`src/rtl/uwire_pkg.sv`:
```
// Shared types and widths for the LMK04816 uWire arbiter slice.
package uwire_pkg;

    localparam int UWIRE_WORD_W = 32;
    localparam int UWIRE_ADDR_W = 5;

    typedef enum logic [2:0] {
        IDLE      = 3'd0,
        ISSUE     = 3'd1,
        WAIT_ACK  = 3'd2,
        WAIT_DONE = 3'd3,
        GAP       = 3'd4
    } state_e;

    typedef enum logic {
        REQ_BOOT = 1'b0,
        REQ_HOST = 1'b1
    } req_e;

endpackage

```
`src/rtl/uwire_shadow_regs.sv`:
```
// 32-entry shadow of the last word issued to each LMK register address.
// Only instantiated when UWIRE_ARB_SHADOW_EN is defined.
module uwire_shadow_regs
    import uwire_pkg::*;
(
    input  logic                    clk,
    input  logic                    rst,
    input  logic                    we,
    input  logic [UWIRE_ADDR_W-1:0] waddr,
    input  logic [UWIRE_WORD_W-1:0] wdata,
    input  logic [UWIRE_ADDR_W-1:0] raddr,
    output logic [UWIRE_WORD_W-1:0] rdata
);

    localparam int DEPTH = 1 << UWIRE_ADDR_W;

    logic [UWIRE_WORD_W-1:0] mem_reg [DEPTH];
    logic [DEPTH-1:0]        hit;

    // Per-entry write decode keeps the storage loop below trivially simple.
    for (genvar gi = 0; gi < DEPTH; gi++) begin : g_hit
        assign hit[gi] = we && (waddr == UWIRE_ADDR_W'(gi));
    end

    always_ff @(posedge clk or posedge rst) begin
        if (rst) begin
            for (int i = 0; i < DEPTH; i++) begin
                mem_reg[i] <= '0;
            end
        end else begin
            for (int i = 0; i < DEPTH; i++) begin
                if (hit[i]) begin
                    mem_reg[i] <= wdata;
                end
            end
        end
    end

    always_ff @(posedge clk or posedge rst) begin
        if (rst) begin
            rdata <= '0;
        end else begin
            rdata <= mem_reg[raddr];
        end
    end

endmodule

```
`src/rtl/uwire_arbiter.sv`:
```
// Boot/host arbiter in front of one uWire serializer with inter-word gap and watchdog.
// Optional shadow register file enabled by defining UWIRE_ARB_SHADOW_EN.
module uwire_arbiter
    import uwire_pkg::*;
#(
    parameter int MIN_GAP        = 4,
    parameter int TIMEOUT_CYCLES = 1000000
) (
    input  logic                    clk,
    input  logic                    rst,
    input  logic                    boot_valid,
    input  logic [UWIRE_WORD_W-1:0] boot_d,
    output logic                    boot_ready,
    input  logic                    boot_done,
    input  logic                    host_valid,
    input  logic [UWIRE_WORD_W-1:0] host_d,
    output logic                    host_ready,
    output logic                    ser_start,
    output logic [UWIRE_WORD_W-1:0] ser_d,
    input  logic                    ser_ready,
    output logic                    grant,
    output logic                    busy,
    output logic                    timeout,
    output logic [31:0]             wr_count,
    input  logic [UWIRE_ADDR_W-1:0] shadow_addr,
    output logic [UWIRE_WORD_W-1:0] shadow_q
);

    localparam logic [31:0] WDOG_LAST = 32'(TIMEOUT_CYCLES - 1);
    localparam logic [7:0]  GAP_LAST  = 8'(MIN_GAP - 1);

    state_e                  state_reg, state_next;
    logic [31:0]             wdog_reg, wdog_next;
    logic [7:0]              gap_reg, gap_next;
    logic [UWIRE_WORD_W-1:0] ser_d_reg, ser_d_next;
    req_e                    grant_reg, grant_next;
    logic                    timeout_reg, timeout_next;
    logic [31:0]             wr_count_reg, wr_count_next;
    logic                    boot_done_seen_reg, boot_done_seen_next;

    logic boot_acc;
    logic host_acc;
    logic wdog_expired;

    assign boot_acc     = (state_reg == IDLE) && boot_valid;
    assign host_acc     = (state_reg == IDLE) && host_valid && !boot_valid && boot_done_seen_reg;
    assign wdog_expired = (wdog_reg == WDOG_LAST);

    always_ff @(posedge clk or posedge rst) begin
        if (rst) begin
            state_reg          <= IDLE;
            wdog_reg           <= '0;
            gap_reg            <= '0;
            ser_d_reg          <= '0;
            grant_reg          <= REQ_BOOT;
            timeout_reg        <= 1'b0;
            wr_count_reg       <= '0;
            boot_done_seen_reg <= 1'b0;
        end else begin
            state_reg          <= state_next;
            wdog_reg           <= wdog_next;
            gap_reg            <= gap_next;
            ser_d_reg          <= ser_d_next;
            grant_reg          <= grant_next;
            timeout_reg        <= timeout_next;
            wr_count_reg       <= wr_count_next;
            boot_done_seen_reg <= boot_done_seen_next;
        end
    end

    always_comb begin
        state_next          = state_reg;
        wdog_next           = wdog_reg;
        gap_next            = gap_reg;
        ser_d_next          = ser_d_reg;
        grant_next          = grant_reg;
        timeout_next        = timeout_reg;
        wr_count_next       = wr_count_reg;
        boot_done_seen_next = boot_done_seen_reg | boot_done;

        case (state_reg)
            IDLE: begin
                if (boot_acc) begin
                    state_next = ISSUE;
                    ser_d_next = boot_d;
                    grant_next = REQ_BOOT;
                    wdog_next  = '0;
                end else if (host_acc) begin
                    state_next = ISSUE;
                    ser_d_next = host_d;
                    grant_next = REQ_HOST;
                    wdog_next  = '0;
                end
            end
            ISSUE: begin
                state_next = WAIT_ACK;
            end
            WAIT_ACK: begin
                if (wdog_expired) begin
                    timeout_next = 1'b1;
                    state_next   = GAP;
                    gap_next     = '0;
                end else begin
                    wdog_next = wdog_reg + 32'd1;
                    if (!ser_ready) begin
                        state_next = WAIT_DONE;
                    end
                end
            end
            WAIT_DONE: begin
                // A completing word wins over a watchdog expiry in the same cycle.
                if (ser_ready) begin
                    state_next    = GAP;
                    gap_next      = '0;
                    wr_count_next = wr_count_reg + 32'd1;
                end else if (wdog_expired) begin
                    timeout_next = 1'b1;
                    state_next   = GAP;
                    gap_next     = '0;
                end else begin
                    wdog_next = wdog_reg + 32'd1;
                end
            end
            GAP: begin
                if (gap_reg == GAP_LAST) begin
                    state_next = IDLE;
                end else begin
                    gap_next = gap_reg + 8'd1;
                end
            end
            default: begin
                state_next = IDLE;
            end
        endcase
    end

    // Ready outputs are gated by rst so they read 0 for the whole reset pulse.
    assign boot_ready = boot_acc && !rst;
    assign host_ready = host_acc && !rst;
    assign ser_start  = (state_reg == ISSUE);
    assign busy       = (state_reg != IDLE);
    assign ser_d      = ser_d_reg;
    assign grant      = grant_reg;
    assign timeout    = timeout_reg;
    assign wr_count   = wr_count_reg;

`ifdef UWIRE_ARB_SHADOW_EN
    uwire_shadow_regs u_shadow (
        .clk   (clk),
        .rst   (rst),
        .we    (state_reg == ISSUE),
        .waddr (ser_d_reg[UWIRE_ADDR_W-1:0]),
        .wdata (ser_d_reg),
        .raddr (shadow_addr),
        .rdata (shadow_q)
    );
`else
    logic unused_shadow_addr;
    assign unused_shadow_addr = ^shadow_addr;
    assign shadow_q           = '0;
`endif

endmodule

```
`config.mk`:
```
export PLATFORM = sky130hd
export DESIGN_NAME = uwire_arbiter
export DESIGN_NICKNAME = d
export VERILOG_FILES = /design/src/rtl/uwire_pkg.sv /design/src/rtl/uwire_shadow_regs.sv /design/src/rtl/uwire_arbiter.sv
export SDC_FILE = /design/constraint.sdc
export NUM_CORES = 1
export LEC_CHECK = 0
export ABC_AREA = 1
export BUFFER_PORTS_ARGS = -buffer_cell sky130_fd_sc_hd__buf_2
export CORE_MARGIN = 4
export CORE_UTILIZATION = 50
export DETAILED_ROUTE_END_ITERATION = 6
export PLACE_DENSITY = 0.8
export SLEW_MARGIN = 20
export SYNTH_ARGS = -nofsm -noshare
export SYNTH_HDL_FRONTEND = slang
export SYNTH_HIERARCHICAL = 1
export SYNTH_SLANG_ARGS = --single-unit
```
`constraint.sdc`:
```
create_clock -name clk -period 4.1 [get_ports clk]
set_input_delay 0.205 -clock clk [delete_from_list [all_inputs] [get_ports clk]]
set_output_delay 0.205 -clock clk [all_outputs]
set_load 0.01 [all_outputs]
```
---- Word level (Yosys, flattened, before mapping) ----
Cells that the tools add are included.
storage, ports and cells
  output and inout bits ................... 102
  bits in registers ....................... 110
  word-level logic and storage cells ...... 68
operators by class
  bitwise logic cells ..................... 1
  equal/unequal tests ..................... 12
  reductions and logical operators ........ 20
  add/subtract/negate cells ............... 3
  multiplexer cells ....................... 24
operators with widths
  kind                                                               number
  32-bit 2-to-1 mux                                                  6
  32-bit one-hot mux with 3 select lines                             1
  32-bit by 1-bit adder with 32-bit output, second input constant    2
  32-bit by 20-bit == test with 1-bit output, second input constant  1
  8-bit 2-to-1 mux                                                   3
  8-bit one-hot mux with 3 select lines                              1
  3-bit 2-to-1 mux                                                   7
  3-bit one-hot mux with 5 select lines                              1
  3-bit inequality test, second input constant                       3
  3-bit nonzero test                                                 3
  8-bit by 1-bit adder with 8-bit output, second input constant      1
  8-bit by 2-bit == test with 1-bit output, second input constant    1
  2-bit AND reduction                                                4
  3-bit by 2-bit == test with 1-bit output, second input constant    2
  1-bit logical AND                                                  6
  2-bit inequality test, second input constant                       3
  1-bit 2-to-1 mux                                                   4
  4-bit AND reduction                                                1
  2-bit nonzero test                                                 2
  3-bit by 1-bit == test with 1-bit output, second input constant    1
  3-bit == test, second input constant                               1
  3-bit zero test                                                    1
  3-bit AND reduction                                                1
  1-bit zero test                                                    2
  other kinds (2)                                                    2

---- Logic depth before layout (Yosys ltp) ----
  depth in word-level cells ............... 7
  gate-level depth with buffers ........... 11
  gate-level depth less buffers ........... 11

---- Worst setup path before layout ----
Ideal clock, no wire load.
  path kind ............................... register to register
  from .................................... register wdog_reg[0]
  to ...................................... register wdog_reg[10]
  library setup time ...................... 0.116 ns
  data arrival time ....................... 1.580 ns
  setup slack ............................. 2.404 ns
  period minus slack after synthesis ...... 1.696 ns
  cell stages (with the launch flop) ...... 12
  data required time ...................... 3.984 ns
  buffers on the path ..................... 1
  path through ............................ dfrtp_1 ha_1 nand2_1 nor2_4 nand3_1 nor2_1 nand3_1 nand2_2 inv_2 buf_6 nand2_1 nand2_1
on the way
  cells in the longest elaborated chain, start to end .. 4
  elaborated cells on any way between the ends .. 5
  those cells by class .................... 1 x add/sub; 1 x eq/ne; 3 x mux
RTL lines
  what                                                                                                           line                                                             text
  start: declaration                                                                                             uwire_arbiter.sv:33                                              logic [31:0] wdog_reg, wdog_next;
  start signal: assignment                                                                                       uwire_arbiter.sv:61                                              wdog_reg <= wdog_next;
  32-bit by 1-bit adder with 32-bit output / 32-bit by 20-bit == test with 1-bit output (equally long branches)  uwire_arbiter.sv:104, uwire_arbiter.sv:121, uwire_arbiter.sv:47
  32-bit 2-to-1 mux *                                                                                            uwire_arbiter.sv:99, uwire_arbiter.sv:116
  32-bit 2-to-1 mux                                                                                              uwire_arbiter.sv:112                                             if (ser_ready) begin
  32-bit one-hot mux with 3 select lines *                                                                       uwire_arbiter.sv:81                                              case (state_reg)
Every way passes the cells marked *; elsewhere a longest branch is shown, timed or not. The select of a mux whose other input is x is not followed.
A chain may end at the register's enable or synchronous reset.

---- Worst setup path in the final report ----
  from .................................... register state_reg[0]
  to ...................................... register ser_d_reg[3] (netlist: ser_d[3])
on the way
  cells in the longest elaborated chain, start to end .. 6
  elaborated cells on any way between the ends .. 8
  those cells by class .................... 1 x mux; 7 x reduce/logical
RTL lines
  what                            line                                                           text
  start: declaration              uwire_arbiter.sv:32                                            state_e state_reg, state_next;
  start signal: assignment        uwire_arbiter.sv:60                                            state_reg <= state_next;
  3-bit zero test *               uwire_arbiter.sv:45, uwire_arbiter.sv:46, uwire_arbiter.sv:81
  1-bit logical AND (3 in a row)  uwire_arbiter.sv:46                                            assign host_acc = (state_reg == IDLE) && host_valid && !boot_valid && boot_done_seen_reg;
  2-bit nonzero test (no line)    n/a
  2-bit AND reduction (no line)   n/a
  end signal: assignment          uwire_arbiter.sv:63                                            ser_d_reg <= ser_d_next;
  end: declaration                uwire_arbiter.sv:35                                            logic [UWIRE_WORD_W-1:0] ser_d_reg, ser_d_next;
Every way passes the cells marked *; elsewhere a longest branch is shown, timed or not.

==> summary.md <==
| Metric | Value |
|---|---|
| Initial Utilization | `51.3%` |
| Pwr/cell area | `508 mW/mm^2` |
| Remaining global-route overflow | `0` |
| Critical path class | `reg -> reg` |
| Fin area | `0.00749 sq mm` |
| Fin crit share | `69.2%` |
| CTS buffer count | `9` |
| Worst skew pair latency | `350 ps` |
| Layout Cells excl Fill | `1191` |
| Post-Syn Instances | `887` |
| Worst Setup Start Kind | `flop` |
| Fin. Hold Viols | `0` |
| Row count | `41` |
| Status | `finished clean` |
| Hold buffer count at CTS | `0` |
| Worst Path Required | `4280 ps` |
| CTS HTree Levels | `3` |
| Share of post-route cells with drive strength above 1 | `18.9%` |
| Clk root buf | `clkbuf_16` |
| Count of final setup violators | `0` |
| Post-synthesis register bit count | `110` |
| Area after DPL | `0.00718 sq mm` |
| CP top delay family | `simple AND/OR/NAND/NOR gates` |
| Largest net degree at the start of global routing | `82` |
| Via count | `5984` |
| Deepest clock path buffer count | `2` |
| R2R depth | `7` |
| Crit-path max FO | `64` |
| Min Hold Slack | `5.13 ps` |
| GRT Util Overall | `21.9%` |
| WP depth | `7` |
| Place WS | `1250 ps` |
| RSZ-0062 raised after global routing | `no` |
| Die height | `122 um` |
| Most frequent cells in the layout | `253 x nand2_1, 139 x buf_2, 128 x nor2_1` |
| Min cycle time layout | `2840 ps` |
| Diode count | `0` |
| Sequential cell area fraction in the yosys report | `42.3%` |
| Dpl cells | `1175` |
| Cell Area, Synth | `0.00650 sq mm` |
| Vias in the first global route | `5637` |
| Drt via density | `5.02` |
| Buffers on Ports | `139` |
| Die width | `122 um` |
| Rel. slew slack | `32.8%` |
| Avg Cell Area, Syn | `7.33 sq um` |
| Detailed placer's ending HPWL | `12100 um` |
| Max incr delay on CP | `940 ps` |
| Crit-path most repeated cell | `nand2_2` |
| CTS-repair resized insts | `0` |
| Die area | `0.0149 sq mm` |
| Clk sink count | `110` |
| Ys Warns | `6` |
| Final ANT Viol Nets | `0` |
| Bufs and invs on worst path | `2` |
| Critical path's slowest cell | `nand2_2` |
| Max Clk Rate | `353 MHz` |
| Setup bufs post-CTS | `0` |
| CP endpoint kind | `flop` |
| Final WL | `15600 um` |
| P&R area growth vs syn | `15.3%` |
| CTS tree | `built` |
| Final worst slack | `1260 ps` |
| Slew Viols, Final | `0` |
| Drt drc | `0` |
| I/O Pins | `177` |
| First-pass GRT wire length | `26400 um` |
| Core Footprint | `0.0127 sq mm` |
| Layout Nets | `1092` |
| Crit path cell chain | `inv_2, nand2_2, nor2_4, buf_4, nand2_2, nand2_2, a31oi_1` |
| Commonest non-fill, non-tap cell in the layout | `nand2_1` |
| Maximum vdd ir drop | `0.530 mV` |
| Setup Skew | `10.8 ps` |
| Final Wtd Congestion | `0.951` |
| Pleak | `3.58 nW` |
| Setup tns final | `0 ps` |
| Initial antenna violation count | `0` |
| HP Class | `in -> async` |
| Crit path DAT | `3010 ps` |
| Slew @ Worst Pin | `1000 ps` |
| Max_cap viols | `0` |
| DRT Pass-1 Iters | `4` |
| Clock slew at reported path FFs | `70 ps` |
| Synth cell types | `33` |
| Routed wire per std cell | `13.1 um` |
| DRT iter0 DRCs | `358` |
[synth_stat cells, drive strengths merged]
cell type | instances | area [sq um]
o21ai | 34 | 185
conb | 1 | 3.75
inv | 74 | 280
or2 | 1 | 6.26
a21oi | 2 | 10.0
nor3 | 21 | 125
xor2 | 23 | 201
dfrtp | 110 | 2750
xnor2 | 16 | 140
a31oi | 33 | 206
o21bai | 1 | 7.51
nor2 | 136 | 556
buf | 45 | 329
a21o | 1 | 7.51
nand4 | 16 | 113
clkbuf | 13 | 48.8
nor4 | 1 | 6.26
nand3 | 96 | 490
ha | 3 | 37.5
nand3b | 1 | 7.51
nand2 | 259 | 987
[kinds of logic (layout without fill, tap and decap cells)]
| group | count (synthesis) | count (layout) | synth area share, % |
|---|---|---|---|
| and+or+nand+nor | 531 | 531 | 35.2 |
| buffers and inverters | 132 | 233 | 10.1 |
| DFF | 110 | 110 | 42.3 |
| AOI/OAI and AO/OA | 71 | 71 | 6.41 |
| xor gates and xnor gates | 39 | 39 | 5.25 |
| adders and majority gates | 3 | 3 | 0.577 |
| other | 1 | 32 | 0.0577 |
[per-stage QoR]
step	total power (W)	utilization, %
global placement	0.00292	56.7
finish	0.00381	59.1
floorplan	0.00256	-
CTS	0.00385	59.1
detailed placement	0.00295	56.7
global route	0.00409	59.1
[area by class of cell]
cell class                 instances  area (sq um)
tap                              172           215
inverter                          74           285
clock buffer                      12           256
clock inverter                     4          52.6
fill                            1213          5180
multi-input combinational        676          3210
sequential                       110          2750
timing repair buffer             143           726
[path summary, 6_finish.rpt]
kind	start	to	slack (ps)
max in group asynchronous	rst	wdog_reg[6]	3230
worst min register to register	wr_count[31]	wr_count[31]	460
worst max-delay path	state_reg[0]	ser_d[3]	1260
worst min-delay path	rst	ser_d[25]	5
min in group clk	boot_done	boot_done_seen_reg	50
worst max register to register	state_reg[0]	ser_d[3]	1260
[metal layers]
| layer | part of all wire [%] | vias up | track usage [%] |
|---|---|---|---|
| li1 | - | 3052 | - |
| met1 | 44 | 2700 | 29.7 |
| met2 | 46 | 208 | 34.2 |
| met3 | 7.6 | 24 | 4.92 |
| met4 | 2.6 | 0 | 9.17 |
| met5 | 0 | - | 0 |
[power breakdown]
group | total (W) | switching, W | internal, W
Combinational | 0.00141 | 0.000956 | 0.000456
Sequential | 0.00150 | 0.000169 | 0.00133
Clock | 0.000896 | 0.000385 | 0.000511
Total | 0.00381 | 0.00151 | 0.00230
Note: power is estimated with default switching activity, not from simulation.
